===== src/rtl/spi_ctrl.sv =====
// rtl/spi_ctrl.sv - SPI memory-link initiator: serialises write/read requests, collects read data.
// Optional wait-state abort is built only when SPI_CTRL_TIMEOUT_EN is defined.
module spi_ctrl #(
    parameter int TIMEOUT = 32
) (
    input  logic       clk,
    input  logic       rst,
    input  logic       start,
    input  logic       wr,
    input  logic [7:0] addr,
    input  logic [7:0] din,
    output logic       cs,
    output logic       miso,
    input  logic       mosi,
    input  logic       ready,
    input  logic       op_done,
    output logic       busy,
    output logic       done,
    output logic [7:0] dout,
    output logic       err
);

    typedef enum logic [2:0] {
        IDLE,
        SETUP,
        CMD,
        SHIFT_TX,
        WAIT_READY,
        SHIFT_RX,
        WAIT_DONE
    } state_t;

    state_t      state_q, state_d;
    logic        wr_q, wr_d;
    logic [15:0] frame_q, frame_d;
    logic [4:0]  cnt_q, cnt_d;
    logic        cs_q, cs_d;
    logic        miso_q, miso_d;
    logic        busy_q, busy_d;
    logic        done_q, done_d;
    logic [7:0]  dout_q, dout_d;
    logic [7:0]  rx_q, rx_d;
    logic        timeout_hit;

`ifdef SPI_CTRL_TIMEOUT_EN
    localparam int WAIT_W = $clog2(TIMEOUT + 1);

    logic [WAIT_W-1:0] wait_q, wait_d;
    logic              err_q, err_d;

    // Every non-wait state clears the counter, so entry into a wait state starts from zero.
    assign timeout_hit = (wait_q == WAIT_W'(TIMEOUT - 1));

    always_comb begin
        wait_d = '0;
        err_d  = 1'b0;
        if (state_q == WAIT_READY || state_q == WAIT_DONE) begin
            wait_d = wait_q + 1'b1;
        end
        if (state_q == WAIT_READY && !ready && timeout_hit) begin
            err_d = 1'b1;
        end
        if (state_q == WAIT_DONE && !op_done && timeout_hit) begin
            err_d = 1'b1;
        end
    end

    always_ff @(posedge clk or posedge rst) begin
        if (rst) begin
            wait_q <= '0;
            err_q  <= 1'b0;
        end else begin
            wait_q <= wait_d;
            err_q  <= err_d;
        end
    end

    assign err = err_q;
`else
    assign timeout_hit = 1'b0;
    // Constant low: without the counter there is no abort path.
    assign err = (TIMEOUT < 0);
`endif

    always_comb begin
        state_d = state_q;
        wr_d    = wr_q;
        frame_d = frame_q;
        cnt_d   = cnt_q;
        cs_d    = cs_q;
        miso_d  = miso_q;
        busy_d  = busy_q;
        done_d  = 1'b0;
        dout_d  = dout_q;
        rx_d    = rx_q;

        case (state_q)
            IDLE: begin
                if (start) begin
                    wr_d    = wr;
                    frame_d = {din, addr};
                    cnt_d   = 5'd0;
                    cs_d    = 1'b0;
                    miso_d  = wr;
                    busy_d  = 1'b1;
                    state_d = SETUP;
                end
            end
            SETUP: begin
                state_d = CMD;
            end
            CMD: begin
                miso_d  = frame_q[0];
                cnt_d   = 5'd1;
                state_d = SHIFT_TX;
            end
            SHIFT_TX: begin
                if (cnt_q == (wr_q ? 5'd16 : 5'd8)) begin
                    // Release cs before the responder goes idle so it cannot re-trigger.
                    cs_d    = 1'b1;
                    miso_d  = 1'b0;
                    state_d = wr_q ? WAIT_DONE : WAIT_READY;
                end else begin
                    miso_d = frame_q[cnt_q[3:0]];
                    cnt_d  = cnt_q + 5'd1;
                end
            end
            WAIT_READY: begin
                if (ready) begin
                    cnt_d   = 5'd0;
                    state_d = SHIFT_RX;
                end else if (timeout_hit) begin
                    cs_d    = 1'b1;
                    miso_d  = 1'b0;
                    done_d  = 1'b1;
                    busy_d  = 1'b0;
                    state_d = IDLE;
                end
            end
            SHIFT_RX: begin
                rx_d[cnt_q[2:0]] = mosi;
                cnt_d            = cnt_q + 5'd1;
                if (cnt_q == 5'd7) begin
                    state_d = WAIT_DONE;
                end
            end
            WAIT_DONE: begin
                if (op_done) begin
                    done_d  = 1'b1;
                    busy_d  = 1'b0;
                    state_d = IDLE;
                    if (!wr_q) begin
                        dout_d = rx_q;
                    end
                end else if (timeout_hit) begin
                    cs_d    = 1'b1;
                    miso_d  = 1'b0;
                    done_d  = 1'b1;
                    busy_d  = 1'b0;
                    state_d = IDLE;
                end
            end
            default: begin
                state_d = IDLE;
            end
        endcase
    end

    always_ff @(posedge clk or posedge rst) begin
        if (rst) begin
            state_q <= IDLE;
            wr_q    <= 1'b0;
            frame_q <= 16'h0000;
            cnt_q   <= 5'd0;
            cs_q    <= 1'b1;
            miso_q  <= 1'b0;
            busy_q  <= 1'b0;
            done_q  <= 1'b0;
            dout_q  <= 8'h00;
            rx_q    <= 8'h00;
        end else begin
            state_q <= state_d;
            wr_q    <= wr_d;
            frame_q <= frame_d;
            cnt_q   <= cnt_d;
            cs_q    <= cs_d;
            miso_q  <= miso_d;
            busy_q  <= busy_d;
            done_q  <= done_d;
            dout_q  <= dout_d;
            rx_q    <= rx_d;
        end
    end

    assign cs   = cs_q;
    assign miso = miso_q;
    assign busy = busy_q;
    assign done = done_q;
    assign dout = dout_q;

endmodule


===== config.mk =====
export PLATFORM = sky130hd
export DESIGN_NAME = spi_ctrl
export DESIGN_NICKNAME = d
export VERILOG_FILES = /design/src/rtl/spi_ctrl.sv
export SDC_FILE = /design/constraint.sdc
export NUM_CORES = 1
export LEC_CHECK = 0
export BUFFER_PORTS_ARGS = -buffer_cell sky130_fd_sc_hd__buf_2
export CORE_ASPECT_RATIO = 0.9
export CORE_UTILIZATION = 35
export DETAILED_ROUTE_END_ITERATION = 16
export SYNTH_ARGS = -nofsm -noshare
export SYNTH_HDL_FRONTEND = slang
export SYNTH_SLANG_ARGS = --single-unit

===== constraint.sdc =====
create_clock -name clk -period 1.8 [get_ports clk]
set_input_delay 0.36 -clock clk [delete_from_list [all_inputs] [get_ports clk]]
set_output_delay 0.36 -clock clk [all_outputs]
set_load 0.01 [all_outputs]

; Word-level counts from Yosys, hierarchy flattened
; Cells that the tools add are included.
[classes]
n_reduce_logical = 13
eq_ne = 14
muxes = 28
order_cmp = 3
addsub = 1
bitwise = 1
[op_table]
columns = operator, n
row1 = $pmux 5 s5, 1
row2 = $pmux 3 s7, 1
row3 = $mux 5, 4
row4 = $mux 3, 5
row5 = $ne 2x2->1 const B, 6
row6 = $mux 1, 10
row7 = $eq 3x3->1 const B, 3
row8 = $reduce_and 3->1, 3
row9 = $bwmux 8, 1
row10 = $eq 3x2->1 const B, 2
row11 = $add 5x1->5 const B, 1
row12 = $eq 5x3->1 const B, 1
row13 = $eq 5x5->1, 1
row14 = $lt 4x5->1 const B, 1
row15 = $reduce_and 5->1, 1
row16 = $reduce_bool 5->1, 1
row17 = $bmux 1 s4, 1
row18 = $lt 3x4->1 const B, 1
row19 = $pmux 1 s2, 2
row20 = $reduce_and 2->1, 2
row21 = $reduce_and 4->1, 1
row22 = $reduce_bool 2->1, 2
row23 = $demux 1 s3, 1
row24 = $eq 3x1->1 const B, 1
row25 = other kinds (7), 7
[word_totals]
input_bits = 23
wordCells = 70
output_inout_bits = 13
ff_bits = 45

; Longest topological paths before layout
; Gate-level depths: netlist (run 1).
[logic_depth]
word_depth = 5
ltp_mapped = 8
depth_no_buf = 7

; Least setup slack after synthesis (run 1)
; Ideal clock, no wire load.
[synth_path]
kind = reg-to-reg
from = reg cnt_q[1]
to = reg cnt_q[3]
setup_time_ns = 0.078
n_path_buf = 1
path_stages_with_launch = 9
required_ns = 1.722
slack_ns = 0.004
synth_period_minus_slack_ns = 1.796
t_arrival_ns = 1.718
path_cell_list = dfrtp_1 -> clkbuf_1 -> inv_1 -> ha_1 -> nor2b_1 -> o21ai_2 -> a21oi_2 -> or3_1 -> a21oi_1
[synth_via]
elab_chain_cells = 3
elab_cells_between_ends = 6
cone_classes = add/sub (1) / eq/ne (2) / mux (2) / reduce/logical (1)
[synth_rtl]
columns = item, line
row1 = start: declaration, 36  ; logic [4:0] cnt_q, cnt_d;
row2 = start signal: assignment, 185  ; cnt_q <= cnt_d;
row3 = $add 5x1->5 / $eq 5x5->1 (equally long branches), "125, 142, 118"
row4 = $mux 5 / $ne 2x2->1 (equally long branches), n/a
row5 = $pmux 5 s5 / $reduce_and 4->1 (equally long branches), n/a
; Several ways; a longest one is shown, not always the timed one. The select of a mux whose other input is x is not followed.
; A chain may end at the register's enable or synchronous reset.

; Worst setup path after layout (run 1)
[layout_path]
from = reg state_q[2]
to = reg frame_q[7]
[layout_via]
elab_chain_cells = 2
[layout_rtl]
columns = item, line
row1 = start: declaration, 33  ; state_t state_q, state_d;
row2 = start signal: assignment, 182  ; state_q <= state_d;
row3 = $logic_not 3->1, 97  ; case (state_q)
row4 = $reduce_and 2->1 (no source line), n/a
row5 = end signal: assignment, 184  ; frame_q <= frame_d;
row6 = end: declaration, 35  ; logic [15:0] frame_q, frame_d;
; No other way between the ends.

==> results of run 1 <==
per-layer routing:
metal,vias up,global-route usage (%),part of all wire (%)
met5,-,0,0
met4,0,3.50,0.95
met3,4,3.23,4.1
met2,34,21.8,44
met1,733,19.3,51
li1,759,-,-
path summary, 6_finish.rpt:
check	from	end	slack (ps)
worst max-delay path	state_q[2]	frame_q[7]	160
worst min-delay path	rst	frame_q[2]	80
worst max register to register	state_q[2]	frame_q[7]	160
worst min register to register	dout[0]	dout[0]	480
max in group asynchronous	rst	cs	1450
min in group clk	addr[5]	frame_q[5]	270
metrics by stage:
stage	cells	worst slack, ps	power, mW	hold slack, ps	utilization (%)
after floorplan	186	4.17	2.40	452	-
after global placement	295	181	2.83	416	43.2
after detailed placement	295	156	2.84	416	43.2
after CTS	303	134	3.51	81.0	44.8
after global routing	303	36.5	3.75	86.6	44.8
final	303	162	3.46	79.5	44.8
report_power, final:
part           internal (mW)  leakage [nW]  total [mW]  switching [mW]
Clock                  0.311        0.0512       0.655           0.343
Combinational          0.667         0.650        1.27           0.605
Sequential              1.31         0.591        1.54           0.226
Total                   2.29          1.29        3.46            1.17
critical path: cells and delay by family, from the launching register on:
kind,cells,cell delay (ps)
buffers and inverters,2,370
flip-flops,1,480
AND/OR/NAND/NOR,3,340
multiplexers,1,330
logic make-up after synthesis:
group | synth area share [%]
AND/OR/NAND/NOR | 13.1
flip-flops | 51.6
multiplexers | 21.5
AO/OA/AOI/OAI | 9.39
buffers and inverters | 3.15
adder cells (fa/ha/maj) | 1.14
other | 0.172
synthesized netlist by cell type (all sizes together) (2+ instances only):
cell    instances
dfrtp          44
nor3b           3
nand3           7
nand2b          4
inv             4
ha              2
clkbuf          3
nand2          10
mux2           33
buf             7
a21o            2
or3             3
nor3            5
nor2           14
a21oi           8
and2b           2
o21ai          11
mux2i           3
nor2b           3
o31ai           2
mux4            3
layout make-up:
type | instances | area, um^2 | area share [%]
Multi-Input combinational cell | 127 | 990 | 37.7
Clock buffer | 6 | 82.6 | 3.15
Timing Repair Buffer | 49 | 308 | 11.7
Inverter | 4 | 15.0 | 0.572
Sequential cell | 45 | 1130 | 43.0
Clock inverter | 2 | 13.8 | 0.525
Tap cell | 70 | 87.6 | 3.34
registers in the layout, indices dropped and copies added (netlist names):
register / count
busy: 1
cnt_q: 5
cs: 1
done: 1
dout: 8
frame_q: 16
miso: 1
rx_q: 8
state_q: 3
wr_q: 1
==> reports/metrics.cfg, run 1 <==
[cts]
clock_latency_ps = 300
postCtsSetupRepairBufs = 0
cts_max_path_buffers = 2
cts_root_buf = clkbuf_8
clkSinkCount = 45
clk_pin_slew_ps = 90
numCtsBuffers = 5
cts-resized-gates = 0
htreeDepth = 2
cts_hold_buffers = 0
cts_tree = yes

[routing]
wl_um = 4000
drt-initial-drc-count = 124
drc = 0
routedWlPerCell_um = 13.2
via_count = 1530
drt_pass1_iterations = 5
viasPerCell = 5.05
antenna_left = 0

[floorplan]
die_h_um = 77.0
core_um2 = 5860
die_w_um = 85.3
initial_core_util_pct = 37.3
ioPinCount = 36
fp.dieArea_um2 = 6570
rows = 26

[pwr]
vdd_drop_max_uv = 545
power_density_nw_per_um2 = 1320
leakagePower_nw = 1.29

[layout]
drive_gt1_share_pct = 36.5
fillerInstances = 567
diodes = 0
stdcell_area_um2 = 2620
area_growth_pct = 20.0
final_nets = 257
final_common_cell = dfrtp_1
final_cell_mix = dfrtp_1 (44), buf_2 (34), mux2_2 (19)

[yosys]
ys_seq_elements = 45
yosysTopAreaCellShare_pct = 50.4
synth_seq_area_share_pct = 51.6
yosys_warnings = 0
avgSynthCellArea_um2 = 11.8
netlist_instances = 186
synthFlopType = dfrtp_1
synth_nets = 211
ys_async_sr_fraction_pct = 100
synth_area_leaders = dfrtp_1 (50%), mux2_2 (9.8%), mux2_1 (7.2%)
synth_cell_type_count = 41
netlist_area_um2 = 2190
synth_edf_count = 0
synth_top_area_cell = dfrtp_1

[setup_path]
crit_fanout = 16
crit_chain = buf_4 -> nor2_1 -> nand2_1 -> nor2_2 -> buf_12 -> mux2_2
worstRegToRegCells = 6
slowest_delay_ps = 480
criticalPathCategory = register to register
end_kind = register
slowest_stage = dfrtp_1
start_kind = register
worstPathArrival_ps = 1820
cp.required_ps = 1980

[min_path]
min_path_type = input pin to asynchronous set/reset pin

[timing]
finalSetupViolCount = 0
fmax_mhz = 610
tns_ps = 0
fin_crit_sh_pct = 91.0
hold_viol = 0
drv_slew = 0
clock_skew_ps = 3.86
min_period_ps = 1640
rsz0062_at_grt = false

[grt]
grt_use_total_pct = 13.8
antenna_found_initial = 0
grt_pass1_wl_um = 7250
grt_start_max_net_pins = 46
grt_pass1_vias = 1517
overflow = 0

[run]
maxCapViolCount = 0

[placement]
dp_hpwl_um = 3000
port_buffers = 34
place_area_um2 = 2530
place_congestion = 0.834

[status]
run_status = finished clean

Note: power is estimated with default switching activity, not from simulation.
==> run 2: changes to the inputs <==
Clock period 1.8 ns to 1.7 ns, I/O delays scaled along.
==> run 2 against run 1 <==
Non-clock buffer count rose by 2. Via count fell by 0.46%. Cell count rose by 0.66%. Combinational power rose by 20%. Clock power rose by 28%. First-iteration DRC count fell by 43%. Worst hold slack got worse by 15 ps. Fmax fell by 1.1%. Critical path depth fell by 1. Setup slack got worse by 120 ps. Largest power group unchanged. Design area rose by 2.8%.
==> reports/metrics.cfg, run 2 (synthesis gave the netlist of run 1 again) <==
[status]
run_status = finished clean

[setup_path]
cp.required_ps = 1920
slowest_delay_ps = 430
r2r-start = state_q[0]
slowest_stage = dfrtp_1
critPathBufInv = 1
criticalPathCategory = register to register
reg2reg_slack_ps = 40
worstRegToRegCells = 5
crit_path_end = cnt_q[4]
cp.depth = 5
worstPathArrival_ps = 1880
start_kind = register
crit_chain = buf_4 -> o32ai_2 -> a21oi_4 -> or3_1 -> a21oi_1
r2r-end = cnt_q[4]
end_kind = register
crit_fanout = 13
crit_path_start = state_q[0]
critPathTopFamily = compound AO/OA/AOI/OAI gates

[run]
maxCapViolCount = 0

[timing]
finalSetupViolCount = 0
drv_slew = 0
min_period_ps = 1660
fin_crit_sh_pct = 97.4
clock_skew_ps = 5.30
holdWs_ps = 64.4
hold_viol = 0
fmax_mhz = 604

[routing]
drc = 0
met3_length_um = 212
routedWlPerCell_um = 14.2
dr_wl_met2_um = 1900
drt-initial-drc-count = 71
drt_pass1_iterations = 6
wl_met1_um = 2190
viasPerCell = 4.99
via_count = 1523
antenna_left = 0
top_layer_used = met4
wl_um = 4340

[layout]
instances_no_fill = 305
final_nets = 259
diodes = 0
largest_register = frame_q
drive_gt1_share_pct = 40.0
final_cell_mix = dfrtp_1 (42), buf_2 (34), mux2_2 (19)
fillerInstances = 560
largest_register_ffs = 16
area_growth_pct = 23.4
final_common_cell = dfrtp_1
seqCellArea_um2 = 1130
fin_util_pct = 46.0
multi_input_area_um2 = 1020

[cts]
clkSinkCount = 45
postCtsSetupRepairBufs = 0
cts_root_buf = clkbuf_8
numCtsBuffers = 5
clk_pin_slew_ps = 80
cts-resized-gates = 0
cts_max_path_buffers = 2
htreeDepth = 2
cts_hold_buffers = 0
cts_tree = yes
clock_latency_ps = 300

[grt]
antenna_found_initial = 0
overflow = 0
grt_start_max_net_pins = 46
grt_pass1_wl_um = 7470
grt_use_total_pct = 14.7
grt_pass1_vias = 1521

[floorplan]
core_um2 = 5860
die_w_um = 85.3
ioPinCount = 36
die_h_um = 77.0
fp.dieArea_um2 = 6570
initial_core_util_pct = 37.3
rows = 26

[pwr]
vdd_drop_max_uv = 583
power_mw = 3.97
leakagePower_nw = 1.31
power_density_nw_per_um2 = 1470

[placement]
place_congestion = 0.754
dp_hpwl_um = 3090
placed_cells = 297
port_buffers = 34

[min_path]
min_path_type = input pin to asynchronous set/reset pin

[run 2: how the worst min path moves through the flow]
stage / from / endpoint / slack [ps] / cells after the start
finish: rst / frame_q[6] / 60 / 3
global route: rst / dout[1] / 70 / 3
CTS: rst / frame_q[1] / 70 / 3
detailed placement: rst / dout[3] / 400 / 3
global placement: rst / frame_q[2] / 390 / 3
floorplan: frame_q[6] / frame_q[6] / 450 / 1
[run 2: tightest hold or removal path, cell delays in order]
cell	delay, ps
buf_2	100
clkinv_1	60
buf_12	240
[run 2: layout make-up]
class / instances / area share, %
Timing Repair Buffer: 51 / 12.0
Sequential cell: 45 / 41.9
Multi-Input combinational cell: 127 / 38.0
Inverter: 4 / 0.557
Clock inverter: 1 / 1.11
Tap cell: 70 / 3.25
Clock buffer: 7 / 3.20
[run 2: power by group]
group	total, mW	internal (mW)	switching [mW]
combinational	1.53	0.783	0.742
clock	0.836	0.479	0.357
sequential	1.61	1.39	0.219
total	3.97	2.65	1.32
[run 2: metrics by stage]
| stage | worst slack [ps] | setup TNS, ps | instance area, um^2 |
|---|---|---|---|
| after floorplan | 17.4 | 0 | 2190 |
| after global placement | 105 | 0 | 2540 |
| after detailed placement | 71.0 | 0 | 2540 |
| after CTS | 61.0 | 0 | 2660 |
| after global routing | -52.4 | -64.0 | 2700 |
| final | 43.8 | 0 | 2700 |
[run 2: per-layer routing]
layer / global-route usage, % / vias to the layer above
met2: 20.3 / 33
met1: 21.5 / 726
met5: 0 / -
met4: 5.00 / 0
li1: - / 762
met3: 4.74 / 2
